`src/rtl/xif_pkg.sv`:
```
// Shared CV-X-IF result types and sizing helpers.
// Holds x_result_t, source count limits and the index width helper.
package xif_pkg;

  localparam int unsigned X_ID_WIDTH     = 4;
  localparam int unsigned X_HARTID_WIDTH = 1;
  localparam int unsigned X_RFW_WIDTH    = 32;
  localparam int unsigned X_DUALWRITE    = 0;
  localparam int unsigned X_WE_WIDTH     =
    (X_DUALWRITE != 0) ? 2 : 1;

  localparam int unsigned NUM_SRC_MIN = 2;
  localparam int unsigned NUM_SRC_MAX = 16;

  typedef struct packed {
    logic [X_HARTID_WIDTH-1:0] hartid;
    logic [X_ID_WIDTH-1:0]     id;
    logic [X_RFW_WIDTH-1:0]    data;
    logic [4:0]                rd;
    logic [X_WE_WIDTH-1:0]     we;
    logic                      exc;
    logic [5:0]                exccode;
    logic                      dbg;
    logic                      err;
  } x_result_t;

  function automatic int unsigned idx_w(
    input int unsigned n
  );
    return (n > 1) ? $clog2(n) : 1;
  endfunction

  function automatic bit num_src_ok(
    input int unsigned n
  );
    return (n >= NUM_SRC_MIN) && (n <= NUM_SRC_MAX);
  endfunction

endpackage

```
`src/rtl/rr_arbiter.sv`:
```
// Combinational round-robin picker: ptr is the top-priority request.
// Ports: req[N], ptr -> one-hot gnt, winner idx, any (winner exists).
module rr_arbiter
  import xif_pkg::*;
#(
  parameter int unsigned N = 4
) (
  input  logic [N-1:0]          req,
  input  logic [idx_w(N)-1:0]   ptr,
  output logic [N-1:0]          gnt,
  output logic [idx_w(N)-1:0]  idx,
  output logic                  any
);

  localparam int unsigned IW = idx_w(N);
  localparam int unsigned SW = IW + 1;

  // s walks ptr, ptr+1, ... with a single modulo-N fold
  logic [SW-1:0] s;

  always_comb begin
    gnt = '0;
    idx = '0;
    any = 1'b0;
    s   = '0;
    for (int k = 0; k < N; k++) begin
      s = {1'b0, ptr} + SW'(k);
      if (s >= SW'(N)) s = s - SW'(N);
      if (!any && req[s[IW-1:0]]) begin
        gnt[s[IW-1:0]] = 1'b1;
        idx            = s[IW-1:0];
        any            = 1'b1;
      end
    end
  end

endmodule

```
`src/rtl/xif_result_arbiter.sv`:
```
// Merges NUM_SRC result streams onto one registered CV-X-IF result port.
// Ports: clk_i, rst_i, src_valid/ready/result, result_valid/ready/o, grant_idx_o.
module xif_result_arbiter
  import xif_pkg::*;
#(
  parameter int unsigned NUM_SRC = 4
) (
  input  logic                          clk_i,
  input  logic                          rst_i,
  input  logic [NUM_SRC-1:0]            src_valid_i,
  output logic [NUM_SRC-1:0]            src_ready_o,
  input  x_result_t [NUM_SRC-1:0]       src_result_i,
  output logic                          result_valid_o,
  input  logic                          result_ready_i,
  output x_result_t                     result_o,
  output logic [idx_w(NUM_SRC)-1:0]     grant_idx_o
);

  localparam int unsigned IW = idx_w(NUM_SRC);

  logic             out_valid;
  x_result_t        out_result;
  logic [IW-1:0]    out_idx;
  logic [IW-1:0]    rr_ptr;

  logic [NUM_SRC-1:0] gnt;
  logic [IW-1:0]      win_idx;
  logic               win_any;
  logic               can_load;
  logic               accept;

  rr_arbiter #(
    .N (NUM_SRC)
  ) u_rr (
    .req (src_valid_i),
    .ptr (rr_ptr),
    .gnt (gnt),
    .idx (win_idx),
    .any (win_any)
  );

  assign can_load = !out_valid || result_ready_i;
  assign accept   = can_load && win_any && !rst_i;

  assign src_ready_o = accept ? gnt : '0;

  always_ff @(posedge clk_i) begin
    if (rst_i) begin
      out_valid  <= 1'b0;
      out_result <= '0;
      out_idx    <= '0;
      rr_ptr     <= '0;
    end else if (accept) begin
      out_valid  <= 1'b1;
      out_result <= src_result_i[win_idx];
      out_idx    <= win_idx;
      rr_ptr     <= (win_idx == IW'(NUM_SRC - 1))
                  ? '0 : win_idx + 1'b1;
    end else if (result_ready_i) begin
      out_valid  <= 1'b0;
    end
  end

  // Gate with rst_i so outputs read zero for the whole reset window,
  // including the first cycle before any clock edge has cleared state.
  assign result_valid_o = out_valid && !rst_i;
  assign result_o       = rst_i ? '0 : out_result;
  assign grant_idx_o    = rst_i ? '0 : out_idx;

endmodule

```
`config.mk`:
```
export PLATFORM = sky130hd
export DESIGN_NAME = xif_result_arbiter
export DESIGN_NICKNAME = d
export VERILOG_FILES = /design/src/rtl/xif_pkg.sv /design/src/rtl/rr_arbiter.sv /design/src/rtl/xif_result_arbiter.sv
export SDC_FILE = /design/constraint.sdc
export NUM_CORES = 1
export LEC_CHECK = 0
export CAP_MARGIN = 20
export CORE_UTILIZATION = 36
export CTS_CLUSTER_DIAMETER = 80
export CTS_CLUSTER_SIZE = 12
export DETAILED_ROUTE_END_ITERATION = 10
export PLACE_DENSITY = 0.82
export SYNTH_ARGS = -nofsm -noshare
export SYNTH_HDL_FRONTEND = slang
export SYNTH_SLANG_ARGS = --single-unit
```
`constraint.sdc`:
```
create_clock -name clk_i -period 3.3 [get_ports clk_i]
set_input_delay 0.495 -clock clk_i [delete_from_list [all_inputs] [get_ports clk_i]]
set_output_delay 0.495 -clock clk_i [all_outputs]
set_load 0.1 [all_outputs]
```
==> impl_metrics.yaml <==
outcome:
  status: "finished clean"
global_routing:
  use_met1_pct: 26.6
  grt_use_met2_pct: 43.3
  top_usage_layer: "met2"
  overflow: 0
  antenna_found_initial: 0
  grt_pass1_wl_microns: 21500
  grt_usage_pct: 23.6
  grt_max_degree: 58
  grt_pass1_vias: 4342
  grt_use_met3_pct: 4.72
synth:
  synth-edff-count: 0
  synth_top_area_share_pct: 28.4
  async_flop_share_pct: 0
  synth_ff_type: "dfxtp_1"
  synth_area_leaders: "dfxtp_1 (28%), mux2i_1 (27%), o221ai_1 (12%)"
  synth_nets: 653
  syn_area_sq_um: 4020
  yosysUniqueCellTypes: 37
  synth_seq_cells: 57
  postSynthCellCount: 430
  yosysTopAreaCell: "dfxtp_1"
  postSynthAreaPerCell_sq_um: 9.35
  synth_warnings: 0
  yosysSeqAreaShare_pct: 28.4
sta:
  min_period_ns: 3.18
  tightestPinTransition_ns: 0.673
  final.setup.tns_ns: 0
  clock.fmax_mhz: 315
  fin_skew_ns: 0.0127
  maxSlewViolCount: 0
  relSlewSlack_pct: 54.8
  timing.final.ws_setup_ns: 0.124
  finalSetupViolations: 0
  fin_crit_sh_pct: 96.3
  hold_viol: 0
  rsz0062_at_grt: "false"
setup_path:
  worstReg2RegStart: "rr_ptr[0]"
  regToRegSetupSlack_ns: 0.56
  reg2reg_depth: 9
  cp.required_ns: 2.80
  crit_start: "src_valid_i[1]"
  path_max_fanout: 11
  cp-end-kind: "output port"
  r2r-end: "out_result[42]"
  worstPathArrival_ns: 2.68
  startpoint_type: "primary input"
  endpoint: "src_ready_o[0]"
  path_class: "primary input to output port"
detailed_routing:
  drcViolationCount: 0
  firstDrtPassIters: 6
  vias: 4349
  wire_per_inst_microns: 16.8
  drtIter0Drc: 146
  totalWireLength_microns: 14000
  ant_nets: 0
  avgViaCountPerCell: 5.23
cells_and_area:
  utilization_pct: 64.6
  fin_nets: 911
  fin_cells: 832
  diodes: 0
  drive_gt1_share_pct: 15.3
  areaGrowthSynthToFinish_pct: 74.2
clocking:
  cts_sinks: 57
  numCtsBuffers: 9
  cts_resized: 2
  clk_pin_slew_worst_paths_ns: 0.07
  insertion_delay_ns: 0.32
  cts_tree: "done"
  hold_buffers: 0
  root_buffer: "clkbuf_8"
  clockBufferDepth: 2
  cts_max_level: 3
  post_cts_buffers: 0
die:
  die_h_microns: 108
  ios: 274
  start_util_pct: 37.1
  dieWidth_microns: 108
  coreArea_sq_um: 10800
  rows: 38
  dieArea_sq_um: 11600
place:
  dpl.hpwl_microns: 10800
  dp.cells: 817
  io_buffers: 273
  post-place-ws_ns: 0.151
  place.gp.congestion: 0.944
power_and_ir_drop:
  p_leak_nw: 2.85
  pwr_density_cell_nw_per_um2: 861
  ir_drop_uv: 459
  power.total_mw: 6.03
worst_hold_path:
  hp-class: "flip-flop to flip-flop"
job:
  drv_cap: 0
==> stage by stage <==
stage               hold WS [ns]  cell area, sq um
finish                     0.624              7000
global placement           0.597              6740
floorplan                  0.595              4050
global route               0.651              7000
detailed placement         0.596              6740
CTS                        0.625              6980
==> kinds of logic (layout without fill, tap and decap cells) <==
group / Yosys count / in the layout / synth area share (%)
flip-flops: 57 / 57 / 28.4
AO/OA/AOI/OAI: 70 / 70 / 14.8
multiplexers: 114 / 114 / 29.1
buffers and inverters: 40 / 302 / 6.79
AND/OR/NAND/NOR: 140 / 140 / 18.2
XOR/XNOR: 1 / 1 / 0.218
adder cells (fa/ha/maj): 8 / 8 / 2.49
==> critical path, stage by stage <==
cell	delay, ns
clkdlybuf4s50_1	0.68
nor3_1	0.09
and4bb_2	0.24
or3_1	0.46
a221oi_1	0.47
nor2_4	0.06
buf_12	0.17
==> area by class of cell <==
cell class,count,area [sq um]
inverters,2,7.51
well taps,140,175
repair buffers,285,2770
multi-input cells,333,2680
fillers,883,3840
flip-flops and latches,57,1140
clock buffers,13,169
clock inverters,2,60.1
==> synth_stat cells (all sizes together), types with 2 or more instances <==
| cell | n |
|---|---|
| a22oi | 4 |
| mux4 | 2 |
| nor2 | 14 |
| inv | 2 |
| or3b | 3 |
| buf | 21 |
| nand2 | 54 |
| or3 | 2 |
| ha | 8 |
| a21oi | 2 |
| o21a | 2 |
| dfxtp | 57 |
| clkbuf | 17 |
| nand3b | 2 |
| mux2 | 2 |
| a221oi | 4 |
| nor3 | 3 |
| o221ai | 53 |
| nor2b | 58 |
| mux2i | 110 |
==> power breakdown <==
part	leakage, nW	total, mW	internal (mW)	switching [mW]
registers	0.475	1.10	1.03	0.0668
clock network	0.116	0.752	0.484	0.268
logic	2.26	4.18	1.52	2.66
==> registers in the layout (all words and copies together), names as in the netlist <==
signal and flops:
out_valid 1, out_idx 2, rr_ptr 2, out_result 52
==> per-layer routing <==
metal  part of all wire, %  up-vias
li1                      -     2108
met1                    40     2063
met2                    53      153
met3                   4.9       25
met4                   2.4        0
met5                     0        -
==> worst min-delay path by stage <==
stage | start | to | cells after the start
floorplan | out_valid | out_valid | 3
global placement | out_result[31] | out_result[31] | 3
detailed placement | out_result[40] | out_result[40] | 3
CTS | out_result[40] | out_result[40] | 3
global route | out_result[40] | out_result[40] | 3
finish | out_result[40] | out_result[40] | 3
==> cells in the final DEF, fill, tap and decap left out, types with 2 or more instances in the layout <==
cell type / n
a221oi_2: 3
a22oi_1: 4
buf_12: 8
buf_4: 63
bufinv_16: 2
clkbuf_8: 12
clkdlybuf4s50_1: 213
dfxtp_1: 57
ha_1: 7
inv_1: 2
mux2_2: 2
mux2i_1: 110
mux4_2: 2
nand2_1: 53
nand3b_1: 2
nor2_1: 10
nor2_4: 4
nor2b_1: 57
nor3_1: 3
o21a_1: 2
o221ai_1: 53
or3b_1: 2
Power figures use the tool's default switching activity.
